File: src/rtl/alu_ctrl_pkg.sv
// Shared ALU-control definitions: control codes, alu_op encodings, funct7 patterns
// and the sequencer state type.
package alu_ctrl_pkg;

    typedef enum logic [4:0] {
        ALU_ADD  = 5'd0,
        ALU_SUB  = 5'd1,
        ALU_SLL  = 5'd2,
        ALU_SLT  = 5'd3,
        ALU_SLTU = 5'd4,
        ALU_XOR  = 5'd5,
        ALU_SRL  = 5'd6,
        ALU_SRA  = 5'd7,
        ALU_OR   = 5'd8,
        ALU_AND  = 5'd9,
        MDU_MUL    = 5'd16,
        MDU_MULH   = 5'd17,
        MDU_MULHSU = 5'd18,
        MDU_MULHU  = 5'd19,
        MDU_DIV    = 5'd20,
        MDU_DIVU   = 5'd21,
        MDU_REM    = 5'd22,
        MDU_REMU   = 5'd23
    } alu_code_e;

    typedef enum logic [1:0] {
        ALU_OP_MEM    = 2'b00,
        ALU_OP_BRANCH = 2'b01,
        ALU_OP_RTYPE  = 2'b10,
        ALU_OP_ITYPE  = 2'b11
    } alu_op_e;

    typedef enum logic {
        ST_IDLE = 1'b0,
        ST_WAIT = 1'b1
    } seq_state_e;

    localparam logic [6:0] F7_BASE   = 7'b0000000;
    localparam logic [6:0] F7_ALT    = 7'b0100000;
    localparam logic [6:0] F7_MULDIV = 7'b0000001;

    // Plain register/immediate ALU mapping used when funct7 carries no modifier.
    function automatic alu_code_e base_code(input logic [2:0] funct3);
        alu_code_e code;
        case (funct3)
            3'b000:  code = ALU_ADD;
            3'b001:  code = ALU_SLL;
            3'b010:  code = ALU_SLT;
            3'b011:  code = ALU_SLTU;
            3'b100:  code = ALU_XOR;
            3'b101:  code = ALU_SRL;
            3'b110:  code = ALU_OR;
            default: code = ALU_AND;
        endcase
        return code;
    endfunction

endpackage

File: src/rtl/alu_ctrl_dec.sv
// Combinational decode of {alu_op, funct3, funct7} into an ALU/MDU control code.
// Illegal encodings report ADD with illegal_o set.
module alu_ctrl_dec
    import alu_ctrl_pkg::*;
#(
    parameter int unsigned CTRL_W   = 5,
    parameter bit          ENABLE_M = 1'b1
) (
    input  logic [1:0]        alu_op_i,
    input  logic [2:0]        funct3_i,
    input  logic [6:0]        funct7_i,
    output logic [CTRL_W-1:0] code_o,
    output logic              is_mdu_o,
    output logic              illegal_o
);

    alu_code_e code;
    logic      is_mdu;
    logic      illegal;

    always_comb begin
        code    = ALU_ADD;
        is_mdu  = 1'b0;
        illegal = 1'b0;
        case (alu_op_e'(alu_op_i))
            ALU_OP_MEM: code = ALU_ADD;
            ALU_OP_BRANCH: begin
                case (funct3_i)
                    3'b000, 3'b001: code = ALU_SUB;
                    3'b100, 3'b101: code = ALU_SLT;
                    3'b110, 3'b111: code = ALU_SLTU;
                    default:        illegal = 1'b1;
                endcase
            end
            ALU_OP_RTYPE: begin
                if (funct7_i == F7_BASE) begin
                    code = base_code(funct3_i);
                end else if (funct7_i == F7_ALT) begin
                    if (funct3_i == 3'b000)      code = ALU_SUB;
                    else if (funct3_i == 3'b101) code = ALU_SRA;
                    else                         illegal = 1'b1;
                end else if (ENABLE_M && funct7_i == F7_MULDIV) begin
                    code   = alu_code_e'({2'b10, funct3_i});
                    is_mdu = 1'b1;
                end else begin
                    illegal = 1'b1;
                end
            end
            default: begin
                // Immediate forms: only shifts look at funct7; ADDI never becomes SUB.
                if (funct3_i == 3'b001) begin
                    if (funct7_i == F7_BASE) code = ALU_SLL;
                    else                     illegal = 1'b1;
                end else if (funct3_i == 3'b101) begin
                    if (funct7_i == F7_BASE)     code = ALU_SRL;
                    else if (funct7_i == F7_ALT) code = ALU_SRA;
                    else                         illegal = 1'b1;
                end else begin
                    code = base_code(funct3_i);
                end
            end
        endcase
    end

    assign code_o    = CTRL_W'(code);
    assign is_mdu_o  = is_mdu;
    assign illegal_o = illegal;

endmodule

File: src/rtl/alu_ctrl_seq.sv
// Registered ALU-control stage: decodes the op, presents it to EX with valid/ready,
// and sequences multi-cycle MDU ops with stall hold, flush and kill.
module alu_ctrl_seq
    import alu_ctrl_pkg::*;
#(
    parameter int unsigned CTRL_W   = 5,
    parameter int unsigned MDU_LAT  = 4,
    parameter bit          ENABLE_M = 1'b1
) (
    input  logic              clk,
    input  logic              rst_n,
    input  logic              valid_i,
    output logic              ready_o,
    input  logic [1:0]        alu_op_i,
    input  logic [2:0]        funct3_i,
    input  logic [6:0]        funct7_i,
    input  logic              stall_i,
    input  logic              flush_i,
    output logic              valid_o,
    output logic [CTRL_W-1:0] alu_ctrl_o,
    output logic              illegal_o,
    output logic              mdu_start_o,
    output logic              mdu_kill_o
);

    localparam int unsigned CNT_W = $clog2(MDU_LAT + 1);
    localparam logic [CTRL_W-1:0] CTRL_ADD = CTRL_W'(ALU_ADD);

    logic [CTRL_W-1:0] dec_code;
    logic              dec_mdu;
    logic              dec_illegal;

    seq_state_e        state_q, state_d;
    logic [CNT_W-1:0]  cnt_q, cnt_d;
    logic              valid_q, valid_d;
    logic [CTRL_W-1:0] ctrl_q, ctrl_d;
    logic              illegal_q, illegal_d;
    logic              start_q, start_d;
    logic              kill_q, kill_d;
    logic              accept;

    alu_ctrl_dec #(
        .CTRL_W   (CTRL_W),
        .ENABLE_M (ENABLE_M)
    ) u_dec (
        .alu_op_i  (alu_op_i),
        .funct3_i  (funct3_i),
        .funct7_i  (funct7_i),
        .code_o    (dec_code),
        .is_mdu_o  (dec_mdu),
        .illegal_o (dec_illegal)
    );

    assign ready_o = (state_q == ST_IDLE) && !stall_i && !flush_i;
    assign accept  = valid_i && ready_o;

    always_comb begin
        state_d   = state_q;
        cnt_d     = cnt_q;
        valid_d   = valid_q;
        ctrl_d    = ctrl_q;
        illegal_d = illegal_q;
        start_d   = 1'b0;
        kill_d    = 1'b0;
        if (flush_i) begin
            valid_d   = 1'b0;
            illegal_d = 1'b0;
            ctrl_d    = CTRL_ADD;
            cnt_d     = '0;
            state_d   = ST_IDLE;
            kill_d    = (state_q == ST_WAIT);
        end else begin
            case (state_q)
                ST_IDLE: begin
                    // A stalled IDLE cycle leaves the presented op untouched.
                    if (!stall_i) begin
                        if (accept && dec_mdu) begin
                            valid_d   = 1'b0;
                            ctrl_d    = dec_code;
                            illegal_d = 1'b0;
                            start_d   = 1'b1;
                            cnt_d     = CNT_W'(MDU_LAT - 1);
                            state_d   = ST_WAIT;
                        end else if (accept) begin
                            valid_d   = 1'b1;
                            ctrl_d    = dec_code;
                            illegal_d = dec_illegal;
                        end else begin
                            valid_d   = 1'b0;
                        end
                    end
                end
                default: begin
                    if (cnt_q != '0) begin
                        cnt_d = cnt_q - CNT_W'(1);
                    end else if (!stall_i) begin
                        valid_d = 1'b1;
                        state_d = ST_IDLE;
                    end
                end
            endcase
        end
    end

    always_ff @(posedge clk or negedge rst_n) begin
        if (!rst_n) begin
            state_q   <= ST_IDLE;
            cnt_q     <= '0;
            valid_q   <= 1'b0;
            ctrl_q    <= CTRL_ADD;
            illegal_q <= 1'b0;
            start_q   <= 1'b0;
            kill_q    <= 1'b0;
        end else begin
            state_q   <= state_d;
            cnt_q     <= cnt_d;
            valid_q   <= valid_d;
            ctrl_q    <= ctrl_d;
            illegal_q <= illegal_d;
            start_q   <= start_d;
            kill_q    <= kill_d;
        end
    end

    assign valid_o     = valid_q;
    assign alu_ctrl_o  = ctrl_q;
    assign illegal_o   = illegal_q;
    assign mdu_start_o = start_q;
    assign mdu_kill_o  = kill_q;

endmodule
File: config.mk
export PLATFORM = sky130hd
export DESIGN_NAME = alu_ctrl_seq
export DESIGN_NICKNAME = d
export VERILOG_FILES = /design/src/rtl/alu_ctrl_pkg.sv /design/src/rtl/alu_ctrl_dec.sv /design/src/rtl/alu_ctrl_seq.sv
export SDC_FILE = /design/constraint.sdc
export NUM_CORES = 1
export LEC_CHECK = 0
export CORE_MARGIN = 2
export CORE_UTILIZATION = 38
export DETAILED_ROUTE_END_ITERATION = 12
export GPL_TIMING_DRIVEN = 0
export PLACE_DENSITY = 0.66
export SETUP_SLACK_MARGIN = 0.5
export SYNTH_ARGS = -nofsm -noshare
export SYNTH_HDL_FRONTEND = slang
export SYNTH_SLANG_ARGS = --single-unit
File: constraint.sdc
create_clock -name clk -period 1.6 [get_ports clk]
set_clock_uncertainty 0.15 [all_clocks]
set_input_delay 0.32 -clock clk [delete_from_list [all_inputs] [get_ports clk]]
set_output_delay 0.32 -clock clk [all_outputs]
set_load 0.03 [all_outputs]
==> results.py, run 1 <==
metrics = {
    "power_and_ir_drop": {
        "p_leak_nw": 0.690,
        "powerDensity_nw_per_um2": 498,
        "ir_worst_vdd_uv": 347,
        "power_mw": 0.758,
    },
    "logic_synthesis": {
        "synth_area_um2": 940,
        "synthTopCellsByArea": "dfrtp_1, nand2_1, nand2b_1, a21oi_1, a211oi_1",
        "synth.top_cell.area_share_pct": 34.6,
        "synth_nets": 134,
        "syn_avg_cell_area_um2": 8.17,
        "yosys.cell_types.count": 41,
        "ys.flop_type": "dfrtp_1",
        "ys_seq_area_share_pct": 34.6,
        "synth_edf_count": 0,
        "yosys_warnings": 0,
        "ys_async_sr_fraction_pct": 100,
        "ys_ff_latch": 13,
        "synth_largest_area_cell": "dfrtp_1",
        "synthesis.instances": 115,
    },
    "job": {
        "max_cap_violations": 0,
    },
    "finish": {
        "seq_area_um2": 325,
        "multi_input_area_um2": 722,
        "final_area_um2": 1520,
        "layout_common_cells": "nand2_1, buf_6, dfrtp_1",
        "nets": 175,
        "drive_gt1_share_pct": 50.3,
        "area_delta_synth_final_pct": 61.9,
        "antenna_cells": 0,
        "num-fill-cells": 212,
        "instances_no_fill": 185,
    },
    "clock_tree": {
        "htreeDepth": 1,
        "cts_tree": "done",
        "cts.sinks": 13,
        "clock_path_buffers": 2,
        "root_buffer": "clkbuf_4",
        "clk_pin_slew_ns": 0.07,
        "cts_buffers": 3,
        "insertion_delay_ns": 0.27,
    },
    "critical_path": {
        "critPathCaptureType": "register",
        "critPathMaxFanout": 4,
        "crit_arrival_ns": 1.62,
        "rrSetupSlack_ns": 0.01,
        "worstSetupPathType": "reg2reg",
        "crit_required_ns": 1.64,
        "start_kind": "register",
    },
    "floorplanning": {
        "coreArea_um2": 2410,
        "dieHeight_um": 53.7,
        "start_util_pct": 39.0,
        "placementRows": 18,
        "dieWidth_um": 53.7,
        "ios": 27,
        "dieArea_um2": 2890,
    },
    "drt": {
        "first_pass_iters": 4,
        "wl_per_cell_um": 15.5,
        "vias": 1031,
        "ant_nets": 0,
        "drt-total-wl_um": 2870,
        "viasPerCell": 5.57,
        "drc": 0,
        "drt-initial-drc-count": 16,
    },
    "timing": {
        "fin_crit_ns": 1.59,
        "drv_slew": 0,
        "tightest_slew_ns": 0.580,
        "slew_headroom_pct": 61.2,
        "rsz0062_at_grt": "true",
        "hold_violations": 0,
        "finalSetupViolations": 0,
        "fmax_ghz": 0.630,
        "finalCritPeriodShare_pct": 99.2,
    },
    "grt": {
        "grt_pass1_wl_um": 4230,
        "grt-ovfl-total": 0,
        "grt_max_degree": 14,
        "antenna_found_initial": 0,
        "grt_pass1_vias": 1037,
        "grt_usage_pct": 20.2,
    },
    "hold_path": {
        "hold_path_class": "in2async",
    },
    "placement": {
        "dp.cells": 168,
        "place_area_um2": 1220,
        "hpwl_um": 1780,
        "routabilityCongestion": 0.863,
        "numPortBuffers": 23,
    },
    "status": {
        "status": "finished clean",
    },
}
[cell usage after synthesis, drive strengths merged, types with 3 or more instances]
master	instances
nand2b	6
nor3	6
nand2	18
inv	9
a211oi	4
a21oi	6
nand3	3
buf	4
nor2	9
o21ai	4
a221oi	3
dfrtp	13
[through the flow]
stage	utilization (%)	TNS, ns	setup WS (ns)	hold WS [ns]
after floorplan	-	-0.651	-0.198	-0.126
after global placement	50.6	-6.55	-0.713	0.312
after detailed placement	50.6	-6.74	-0.733	0.317
after CTS	58.8	0	0.0132	0.276
after global routing	63.1	-0.161	-0.0417	0.305
final	63.1	0	0.0123	0.270
[flip-flops by register name, indices dropped and copies added, names as in the netlist]
| signal | flops |
|---|---|
| mdu_start_o | 1 |
| cnt_q | 3 |
| state_q | 1 |
| illegal_o | 1 |
| alu_ctrl_o | 5 |
| valid_o | 1 |
| mdu_kill_o | 1 |
[cell type report]
type | count | area share [%]
timing repair buffer | 36 | 22.0
inverter | 9 | 2.38
multi-input combinational | 87 | 47.5
tap | 30 | 2.47
clock buffer | 4 | 1.73
sequential | 13 | 21.4
buffer | 6 | 2.55
[what timing repair did]
action / in CTS / in global routing
pin swaps: 15 / 14
gates resized for setup: 123 / 23
hold buffers: 0 / 0
endpoints found under the hold margin: 0 / 0
endpoints found under the setup margin: 23 / 22
setup buffers: 10 / 3
[final timing paths]
| check | start | end | cells past startpoint |
|---|---|---|---|
| worst min-delay path | rst_n | state_q | 1 |
| min in group clk | flush_i | cnt_q[1] | 2 |
| worst max register to register | state_q | cnt_q[0] | 6 |
| worst min register to register | alu_ctrl_o[4] | alu_ctrl_o[4] | 2 |
| worst max-delay path | state_q | cnt_q[0] | 6 |
| max in group asynchronous | rst_n | cnt_q[1] | 1 |
[logic make-up (layout without fill, tap and decap cells)]
group	Yosys count	count (layout)	synth area share (%)
flip-flops	13	13	34.6
AND/OR/NAND/NOR	54	54	31.2
buffers and inverters	15	55	6.52
XOR/XNOR	1	1	0.932
AO/OA/AOI/OAI	30	30	24.1
adder cells (fa/ha/maj)	2	2	2.66
[worst max-delay path: stages, from the launching register on]
cell and delay (ns):
dfrtp_1 0.41, nor3_4 0.20, nand2_2 0.08, or3_4 0.35
inv_4 0.09, nor3_2 0.05, a211oi_2 0.18
[metal layers]
metal,share of wire (%),GRT usage (%),vias up,wire [um]
li1,-,-,499,-
met2,55,38.2,34,1580
met3,3.6,1.39,4,104
met4,2.1,12.8,0,60
met5,0,0,-,0
met1,39,21.1,494,1120
[power by group]
group	internal, mW	total (mW)	switching, mW
registers	0.333	0.337	0.00354
logic	0.0950	0.227	0.132
clock network	0.0964	0.194	0.0975
Power figures use the tool's default switching activity.
==> run 2, diff against run 1 <==
--- a/config.mk
+++ b/config.mk
@@ -7,8 +7,10 @@
 export LEC_CHECK = 0
 export CORE_MARGIN = 2
 export CORE_UTILIZATION = 38
+export CTS_CLUSTER_SIZE = 30
 export DETAILED_ROUTE_END_ITERATION = 12
 export GPL_TIMING_DRIVEN = 0
+export HOLD_SLACK_MARGIN = 0.03
 export PLACE_DENSITY = 0.66
 export SETUP_SLACK_MARGIN = 0.5
 export SYNTH_ARGS = -nofsm -noshare
==> results of run 2 <==
Same layout as run 1: the final DEF is identical, and so are final timing and power.
==> RTL edit 1: new RTL, flow settings as in run 1 <==
Make the reset (`rst_n`) synchronous in one clocked block.
--- a/src/rtl/alu_ctrl_seq.sv
+++ b/src/rtl/alu_ctrl_seq.sv
@@ -102,7 +102,7 @@
         end
     end
 
-    always_ff @(posedge clk or negedge rst_n) begin
+    always_ff @(posedge clk) begin
         if (!rst_n) begin
             state_q   <= ST_IDLE;
             cnt_q     <= '0;
Formal check against the unedited RTL: differs if rst_n is asserted again (counterexample within 4 cycles, from zero or initial values and one cycle with rst_n low); with rst_n held inactive, the same outputs for 10 cycles.
==> RTL edit 1 against run 1 <==
  * The run now ends with negative setup slack left
  * Sequential cell count did not move
  * Clock power is 5% higher
  * Synthesized area grew 2.0%
  * Final cell count grew 5.4%
  * Total power is 0.77% higher
  * Cell area is 5.8% higher
  * Non-clock buffer count rose by 7
  * Routed wire length grew 6.9%
  * Die area grew 1.9%
  * Worst setup slack lost 0.021 ns
  * Hold slack got worse by 0.035 ns
  * Critical path type unchanged
  * Largest power group unchanged
==> RTL edit 1: results <==
{
  "fin_ws_ns": -0.009029,
  "met2WireLength_mm": 1.646,
  "wl_per_cell_um": 15.72,
  "dr.pass1.iters": 5,
  "setup_viol_count_final": 1,
  "seq-cell-share": 0.1717,
  "use_met2": 0.4036,
  "dr.first_iter.drc_count": 9,
  "max-vdd-ir-drop_mv": 0.3834,
  "multi_input_area_sq_um": 807.0,
  "post_cts_resized": 149,
  "p_leak_nw": 0.6356,
  "viasPerCell": 5.805,
  "violations": "negative setup slack",
  "cts_setup_buffers": 9,
  "signal_buffers": 49,
  "reg2reg_slack_ns": -0.009,
  "clock_cell_area_share": 0.01632,
  "outcome": "finished, violations left",
  "wl_met3_um": 120,
  "worstPathMaxFanout": 3,
  "synth_cell_types": 46,
  "timing.setup.tns_ns": -0.009029,
  "hold_path_class": "primary input to flop",
  "fill_cells": 194,
  "cp_slowest_stage_delay_ns": 0.52,
  "yosys-top-cells-count": "dfxtp_1, nand2b_1, nor2_1, o21ai_0, nor3_1",
  "hpwlAfterDp_mm": 1.969,
  "nNonClkInverters": 3,
  "timing.rr.start": "state_q",
  "crit_arrival_ns": 1.64
}
==> RTL edit 1: cell count changes in the layout (fill, tap and decap cells not counted), moves of 4 or more <==
cell             run 1  this run
nor3_1               0         4
nand2_2              4         0
nand2b_1             5        11
a211oi_2             4         0
buf_4               10        19
a211oi_1             0         4
dfxtp_2              0        10
nand2_1             14         4
dfrtp_1             13         0
==> RTL edit 1: worst max-delay path by stage <==
stage          startpoint             to  slack (ns)  cells past startpoint
2_1_floorplan     stall_i       cnt_q[0]       -0.06                      4
3_3_place_gp      flush_i  alu_ctrl_o[2]       -0.78                      5
3_5_place_dp      flush_i  alu_ctrl_o[2]       -0.81                      5
4_1_cts           state_q       cnt_q[0]       -0.03                      4
5_1_grt           state_q      illegal_o       -0.07                      3
6_report          state_q       cnt_q[0]      -0.009                      4
==> RTL edit 1: cells by family after synthesis <==
group,Yosys count,share of synthesized area
xor+xnor,2,0.01828
simple gates,58,0.3956
fa+ha+maj,2,0.02611
flops,13,0.2715
buf+inv,11,0.04960
compound gates,34,0.2389
==> RTL edit 1: where the power goes <==
part           internal [mW]  total [mW]  switching, mW
combinational          0.111       0.232          0.121
clock                 0.0968       0.203          0.106
sequential             0.326       0.328        0.00249
total                  0.533       0.763          0.230
==> RTL edit 1: metrics by stage <==
step / cells / cell area (sq um) / power [mW] / hold WS, ns
3_3_place_gp: 174 / 1274 / 0.5114 / 0.2990
2_1_floorplan: 120 / 996.0 / 0.4392 / 0.2930
5_1_grt: 195 / 1610 / 0.7973 / 0.2656
3_5_place_dp: 174 / 1274 / 0.5153 / 0.3003
4_1_cts: 187 / 1470 / 0.7355 / 0.2394
6_report: 195 / 1610 / 0.7635 / 0.2352
==> RTL edit 1: critical path: cells and delay by family, from the launching register on <==
family          cells  cell delay, ns
simple gates        3            0.81
compound gates      1            0.20
flops               1            0.35
==> RTL edit 2: new RTL, flow settings as in run 1 <==
Without the edit above. `ENABLE_M` is set to 1'b1 in 2 places; all go to 1'b0.
--- a/src/rtl/alu_ctrl_dec.sv
+++ b/src/rtl/alu_ctrl_dec.sv
@@ -4,7 +4,7 @@
     import alu_ctrl_pkg::*;
 #(
     parameter int unsigned CTRL_W   = 5,
-    parameter bit          ENABLE_M = 1'b1
+    parameter bit          ENABLE_M = 1'b0
 ) (
     input  logic [1:0]        alu_op_i,
     input  logic [2:0]        funct3_i,
--- a/src/rtl/alu_ctrl_seq.sv
+++ b/src/rtl/alu_ctrl_seq.sv
@@ -5,7 +5,7 @@
 #(
     parameter int unsigned CTRL_W   = 5,
     parameter int unsigned MDU_LAT  = 4,
-    parameter bit          ENABLE_M = 1'b1
+    parameter bit          ENABLE_M = 1'b0
 ) (
     input  logic              clk,
     input  logic              rst_n,
Function: changed (Yosys sat finds a counterexample within 4 cycles, from zero or initial values and one cycle with rst_n low).
==> RTL edit 2 against run 1 <==
  * Critical path depth fell by 4
  * Combinational power is 4% higher
  * Cell area rose by 0.58%
  * Sequential cell count decreased by 2
  * Synthesized area is 2.4% lower
  * Non-clock buffer count grew 7
  * Total power shrank 5.2%
  * Synthesized cell count shrank 7.8%
  * Routed wire length fell by 12%
  * Count of clock-buffer cells in the layout unchanged
  * Worst setup slack gained 0.045 ns
  * Global-route usage decreased by 0.15 points
  * Critical endpoint is now ready_o
  * Largest cell class unchanged
==> RTL edit 2: results <==
{
  "p_per_area_nw_per_um2": 469.1,
  "period_minus_slack_ns": 1.543,
  "largest_reg_flops": 4,
  "use_met2": 0.3208,
  "relSlewSlack": 0.6449,
  "vias": 946,
  "first_global_vias": 900,
  "cp-endpoint": "ready_o",
  "worst_r2r_endpoint": "cnt_q[1]",
  "hold_path_class": "primary input to flop",
  "hpwlAfterDp_mm": 1.634,
  "use_met3": 0.04802,
  "seqPwrFrac": 0.398,
  "p_leak_nw": 0.6790,
  "clkPwrFrac": 0.273,
  "yosysSeqAreaShare": 0.3001,
  "max-vdd-ir-drop_mv": 0.3807,
  "drive_above_1_share": 0.4768,
  "reg2reg_slack_ns": 0.06,
  "dp.cells": 156,
  "wl_per_cell_um": 14.07,
  "io_buffer_count": 21,
  "fin_nets": 171,
  "outcome": "complete, no violations",
  "wirelength_mm": 2.519,
  "syn_inst": 106,
  "power.share.switching": 0.3096,
  "p_total_mw": 0.7179
}
==> RTL edit 2: cell types whose count changed after synthesis, moves of 4 or more <==
cell | before | now
nand2_1 | 17 | 7
a21oi_1 | 6 | 10
nand2b_1 | 6 | 2
buf_4 | 0 | 4
==> RTL edit 2: cell type report <==
| type | count | area share |
|---|---|---|
| multi-input cells | 81 | 0.4399 |
| repair buffers | 40 | 0.2608 |
| flip-flops and latches | 11 | 0.1807 |
| plain buffers | 9 | 0.06378 |
| well taps | 28 | 0.02289 |
| clock buffers | 4 | 0.01717 |
| inverters | 6 | 0.01472 |
==> RTL edit 2: per-layer routing <==
| layer | vias to the layer above | part of all wire |
|---|---|---|
| li1 | 463 | - |
| met1 | 457 | 0.45 |
| met2 | 22 | 0.50 |
| met3 | 4 | 0.039 |
| met4 | 0 | 0.011 |
| met5 | - | 0 |
==> RTL edit 2: repair_timing <==
| action | in CTS | in global routing |
|---|---|---|
| pin swaps | 19 | 13 |
| cloned | 1 | 0 |
| resized for setup | 87 | 17 |
| endpoints found under the setup margin | 18 | 18 |
| buffers inserted | 13 | 5 |
==> RTL edit 2: cells by family (layout without fill, tap and decap cells) <==
kind of cell,after synthesis,count (layout),synth area share
XOR/XNOR,3,3,0.02865
AO/OA/AOI/OAI,32,32,0.2346
flip-flops,11,11,0.3001
other,1,2,0.004089
adder cells (fa/ha/maj),2,2,0.02728
multiplexers,1,1,0.01228
AND/OR/NAND/NOR,41,41,0.3015
buffers and inverters,15,59,0.09140
==> RTL edit 2: worst max-delay path: stages, from the launching register on <==
cell,delay [ns]
dfrtp_2,0.44
nor3_4,0.20
buf_6,0.16
